## config.mk

```make
export PLATFORM = sky130hd
export DESIGN_NAME = count_tracker
export DESIGN_NICKNAME = d
export VERILOG_FILES = /design/src/rtl/count_tracker_pkg.sv /design/src/rtl/count_tracker_sat_counter.sv /design/src/rtl/count_tracker.sv
export SDC_FILE = /design/constraint.sdc
export NUM_CORES = 1
export LEC_CHECK = 0
export BUFFER_PORTS_ARGS = -buffer_cell sky130_fd_sc_hd__buf_2
export CAP_MARGIN = 30
export CORE_MARGIN = 5
export CORE_UTILIZATION = 40
export CTS_BUF_LIST = sky130_fd_sc_hd__clkbuf_4
export DETAILED_ROUTE_END_ITERATION = 8
export MAX_ROUTING_LAYER = met4
export PLACE_DENSITY_LB_ADDON = 0.25
export SETUP_SLACK_MARGIN = 0.3
export SLEW_MARGIN = 20
export SYNTH_ARGS = -nofsm -noshare
export SYNTH_HDL_FRONTEND = slang
export SYNTH_SLANG_ARGS = --single-unit
```

## constraint.sdc

```tcl
create_clock -name clock -period 2.2 [get_ports clock]
set_clock_uncertainty 0.05 [all_clocks]
set_input_delay 0.22 -clock clock [delete_from_list [all_inputs] [get_ports clock]]
set_output_delay 0.22 -clock clock [all_outputs]
set_load 0.02 [all_outputs]
```

## src/rtl/count_tracker_pkg.sv

```systemverilog
// Shared definitions for the count tracker: state encoding and count-range helpers.
package count_tracker_pkg;

   typedef enum logic [1:0] {
      SYNC  = 2'd0,
      TRACK = 2'd1,
      FAULT = 2'd2
   } state_t;

   localparam int unsigned DEF_WIDTH = 2;
   localparam int unsigned COUNT_MAX = (1 << DEF_WIDTH) - 1;

   function automatic int unsigned count_max(input int unsigned w);
      return (1 << w) - 1;
   endfunction

endpackage

```

## src/rtl/count_tracker_sat_counter.sv

```systemverilog
// Saturating up-counter: increments on inc and holds at all-ones instead of rolling over.
module sat_counter #(
   parameter int W = 8
) (
   input  logic         clock,
   input  logic         reset,
   input  logic         inc,
   output logic [W-1:0] value
);

   always_ff @(posedge clock) begin
      if (!reset) begin
         value <= '0;
      end else if (inc && (value != {W{1'b1}})) begin
         value <= value + W'(1);
      end
   end

endmodule

```

## src/rtl/count_tracker.sv

```systemverilog
// Monitor for an enable-gated up-counter: predicts each count, flags wraps and
// latches the first departure from the prediction until cleared.
//
// state | meaning
// SYNC  | load prediction from the live count, no compare
// TRACK | compare count_in against prediction every cycle
// FAULT | mismatch latched, prediction frozen, wait for clear_err
module count_tracker
   import count_tracker_pkg::*;
#(
   parameter int WIDTH  = DEF_WIDTH,
   parameter int WRAP_W = 8,
   parameter int ERR_W  = 4
) (
   input  logic              clock,
   input  logic              reset,
   input  logic              enable,
   input  logic [WIDTH-1:0]  count_in,
   input  logic              clear_err,
   output logic              tracking,
   output logic              wrap_pulse,
   output logic [WRAP_W-1:0] wrap_count,
   output logic              error,
   output logic [ERR_W-1:0]  error_count,
   output logic [WIDTH-1:0]  bad_value,
   output logic [WIDTH-1:0]  exp_value
);

   localparam logic [WIDTH-1:0] CNT_MAX = WIDTH'(count_max(WIDTH));

   state_t           state, state_nxt;
   logic [WIDTH-1:0] expected, expected_nxt;
   logic             match;
   logic             wrap_hit;
   logic             fault_hit;

   always_comb begin
      state_nxt    = state;
      expected_nxt = expected;
      wrap_hit     = 1'b0;
      fault_hit    = 1'b0;
      match        = (count_in == expected);
      case (state)
         SYNC: begin
            expected_nxt = count_in + WIDTH'(enable);
            state_nxt    = TRACK;
         end
         TRACK: begin
            if (match) begin
               expected_nxt = expected + WIDTH'(enable);
               wrap_hit     = enable && (count_in == CNT_MAX);
            end else begin
               state_nxt = FAULT;
               fault_hit = 1'b1;
            end
         end
         FAULT: begin
            if (clear_err) state_nxt = SYNC;
         end
         default: state_nxt = SYNC;
      endcase
   end

   // Flags are registered from the next state so they line up with the state register.
   always_ff @(posedge clock) begin
      if (!reset) begin
         state      <= SYNC;
         expected   <= '0;
         tracking   <= 1'b0;
         error      <= 1'b0;
         wrap_pulse <= 1'b0;
         bad_value  <= '0;
         exp_value  <= '0;
      end else begin
         state      <= state_nxt;
         expected   <= expected_nxt;
         tracking   <= (state_nxt == TRACK);
         error      <= (state_nxt == FAULT);
         wrap_pulse <= wrap_hit;
         if (fault_hit) begin
            bad_value <= count_in;
            exp_value <= expected;
         end
      end
   end

   sat_counter #(.W(WRAP_W)) u_wrap_cnt (
      .clock (clock),
      .reset (reset),
      .inc   (wrap_hit),
      .value (wrap_count)
   );

   sat_counter #(.W(ERR_W)) u_err_cnt (
      .clock (clock),
      .reset (reset),
      .inc   (fault_hit),
      .value (error_count)
   );

endmodule

```

==> qor.yml <==
run_status:
  status: "finished, final reports clean"
power_and_ir_drop:
  power.total_mw: 0.923
  ir_drop_mv: 0.540
  leakagePower_nw: 0.526
  power.density_mw_per_mm2: 743
synth:
  synth_cell_type_count: 36
  yosys.area.top_type: "dfxtp_1"
  synthesis.nets: 122
  synth_area_leaders: "dfxtp_1 44%, mux2i_1 5.7%, nor2_1 3.9%"
  ys_async_sr_fraction: 0
  ys_seq_area_frac: 0.440
  synth_edf_count: 0
  avgSynthCellArea_um2: 9.26
  yosys_most_used_dff: "dfxtp_1"
  synth_top_area_frac: 0.440
  synth_most_common_cell: "dfxtp_1"
  synth_seq_cells: 23
  synth_common_cells: "23 x dfxtp_1, 11 x nor2_1, 7 x a21oi_1"
  netlist_instances: 113
  syn_area_mm2: 0.00105
  yosysWarnings: 0
timing:
  setup_ws_ps: 466
  setup_viol_count_final: 0
  finalSetupTns_ps: 0
  maxSlewViolCount: 0
  hold_viol_final: 0
  rsz0062_at_grt: "no"
  tightest_slew_ps: 589
  slew_headroom: 0.606
  fin_crit_sh: 0.788
  min_period_ps: 1730
  fmax_mhz: 577
  hold_slack_ps: 171
die:
  fp.dieH_um: 61.1
  start_util: 0.418
  io_pins: 25
  fp.dieW_um: 61.1
  rows: 18
  die_area_mm2: 0.00374
  coreArea_mm2: 0.00250
clock_tree:
  cts.sinks: 23
  ctsHoldBuffers: 0
  root_buffer: "clkbuf_4"
  cts_tree: "done"
  cts_buffers: 3
  clockBufferDepth: 2
  htree_num_levels: 1
  clkTransAtPathRegs_ps: 120
  clock_latency_ps: 300
global_route:
  grt_pass1_vias: 882
  grt_max_degree: 17
  grt_pass1_wl_um: 3800
  overflow: 0
  track_usage: 0.138
  grt_antenna_before_repair: 0
worst_setup_path:
  path_depth: 5
  setup.worst_path.end: "u_wrap_cnt.value[3]"
  start_kind: "flop"
  crit_path_max_incr_delay_ps: 560
  startpoint: "state[1]"
  required_ps: 2400
  crit_path_max_fanout: 16
  r2r_slack_ps: 470
  reg2regPathDepth: 5
  timing.rr.end: "u_wrap_cnt.value[3]"
  crit_type: "reg2reg"
  crit_arrival_ps: 1930
  end_kind: "flop"
  slowest_stage: "or4_1"
  cp_num_buf_inv: 1
  regToRegStartpoint: "state[1]"
  path_cells: "and2b_2 > buf_4 > nand4_4 > or4_1 > a21oi_1"
  critPathTopFamily: "simple AND/OR/NAND/NOR gates"
detailed_routing:
  drt_iter0_markers: 13
  via_count: 933
  drt_wl_total_um: 2240
  dr.pass1.iters: 4
  ant_nets: 0
  drc: 0
  vias_per_cell: 5.52
  wl_per_cell_um: 13.3
finish:
  final_nets: 149
  area_growth_pct: 18.8
  fillCellCount: 249
  antenna_cells: 0
  layout-drive-gt1-share: 0.259
  post-route-util: 0.497
placement:
  hpwl_um: 1640
  pre_cts_slack_ps: 391
  io_buffers: 24
  gp_congestion: 0.785
run:
  drv_cap: 0
hold_path:
  hold_path.class: "in2reg"
## timing repair
| action | in CTS | in global routing |
|---|---|---|
| endpoints found under the setup margin | 0 | 7 |
| buffers inserted | 0 | 2 |
| resized for setup | 0 | 2 |
## metal layers
layer,global-route usage,part of all wire,up-vias
met5,-,0,-
met4,0.0557,0.0085,0
met3,0.0356,0.040,2
met2,0.218,0.48,14
met1,0.168,0.47,445
li1,-,-,472
## through the flow
step | instances | area, µm²
finish | 169 | 1240
global route | 169 | 1240
CTS | 167 | 1220
detailed placement | 163 | 1190
global placement | 163 | 1190
floorplan | 113 | 1050
## worst min-delay path by stage
stage | start | end | cells past startpoint
after global routing | count_in[0] | bad_value[0] | 3
after global placement | bad_value[0] | bad_value[0] | 2
after floorplan | count_in[0] | bad_value[0] | 2
final | reset | u_wrap_cnt.value[1] | 2
after CTS | reset | u_wrap_cnt.value[1] | 2
after detailed placement | bad_value[1] | bad_value[1] | 2
## cell type report
| cell class | instances | area, µm² | area share |
|---|---|---|---|
| clock buffer | 4 | 30.0 | 0.0242 |
| inverter | 4 | 15.0 | 0.0121 |
| multi-input combinational | 81 | 556 | 0.447 |
| sequential | 23 | 462 | 0.372 |
| tap | 30 | 37.5 | 0.0302 |
| timing repair buffer | 27 | 143 | 0.115 |
## worst reg2reg max path, delay by kind of cell (launching register included)
kind / cells / cell delay, ps
AOI/OAI and AO/OA: 1 / 140
buffers and inverters: 1 / 130
DFF: 1 / 350
and+or+nand+nor: 3 / 1010
## cell usage in the layout (no fill, tap or decap), types with 4 or more instances in the layout
master	netlist	layout
nand2_1	6	6
buf_2	1	24
o21ai_0	4	4
nor2_1	11	11
mux2i_1	6	6
o21a_1	4	4
a21oi_1	7	7
nand3_1	5	5
dfxtp_1	23	22
clkbuf_4	0	4
## sequential cells by signal, indices dropped and copies added (netlist names)
register	cells
bad_value	2
u_wrap_cnt.value	8
wrap_pulse	1
error	1
tracking	1
u_err_cnt.value	4
state	2
exp_value	2
expected	2
## cell families (layout without fill, tap and decap cells)
kind of cell	Yosys count	after routing	share of synthesized area
AND/OR/NAND/NOR	41	41	0.212
AO/OA/AOI/OAI	27	27	0.182
flip-flops	23	23	0.440
buffers and inverters	9	35	0.0371
multiplexers	7	7	0.0682
adder cells (fa/ha/maj)	3	3	0.0359
XOR/XNOR	3	3	0.0251
## where the power goes
part | switching, mW | internal, mW | total, mW
Sequential | 0.0351 | 0.455 | 0.491
Combinational | 0.130 | 0.0978 | 0.228
Clock | 0.121 | 0.0830 | 0.204
Total | 0.286 | 0.636 | 0.923
Note: power is estimated with default switching activity, not from simulation.
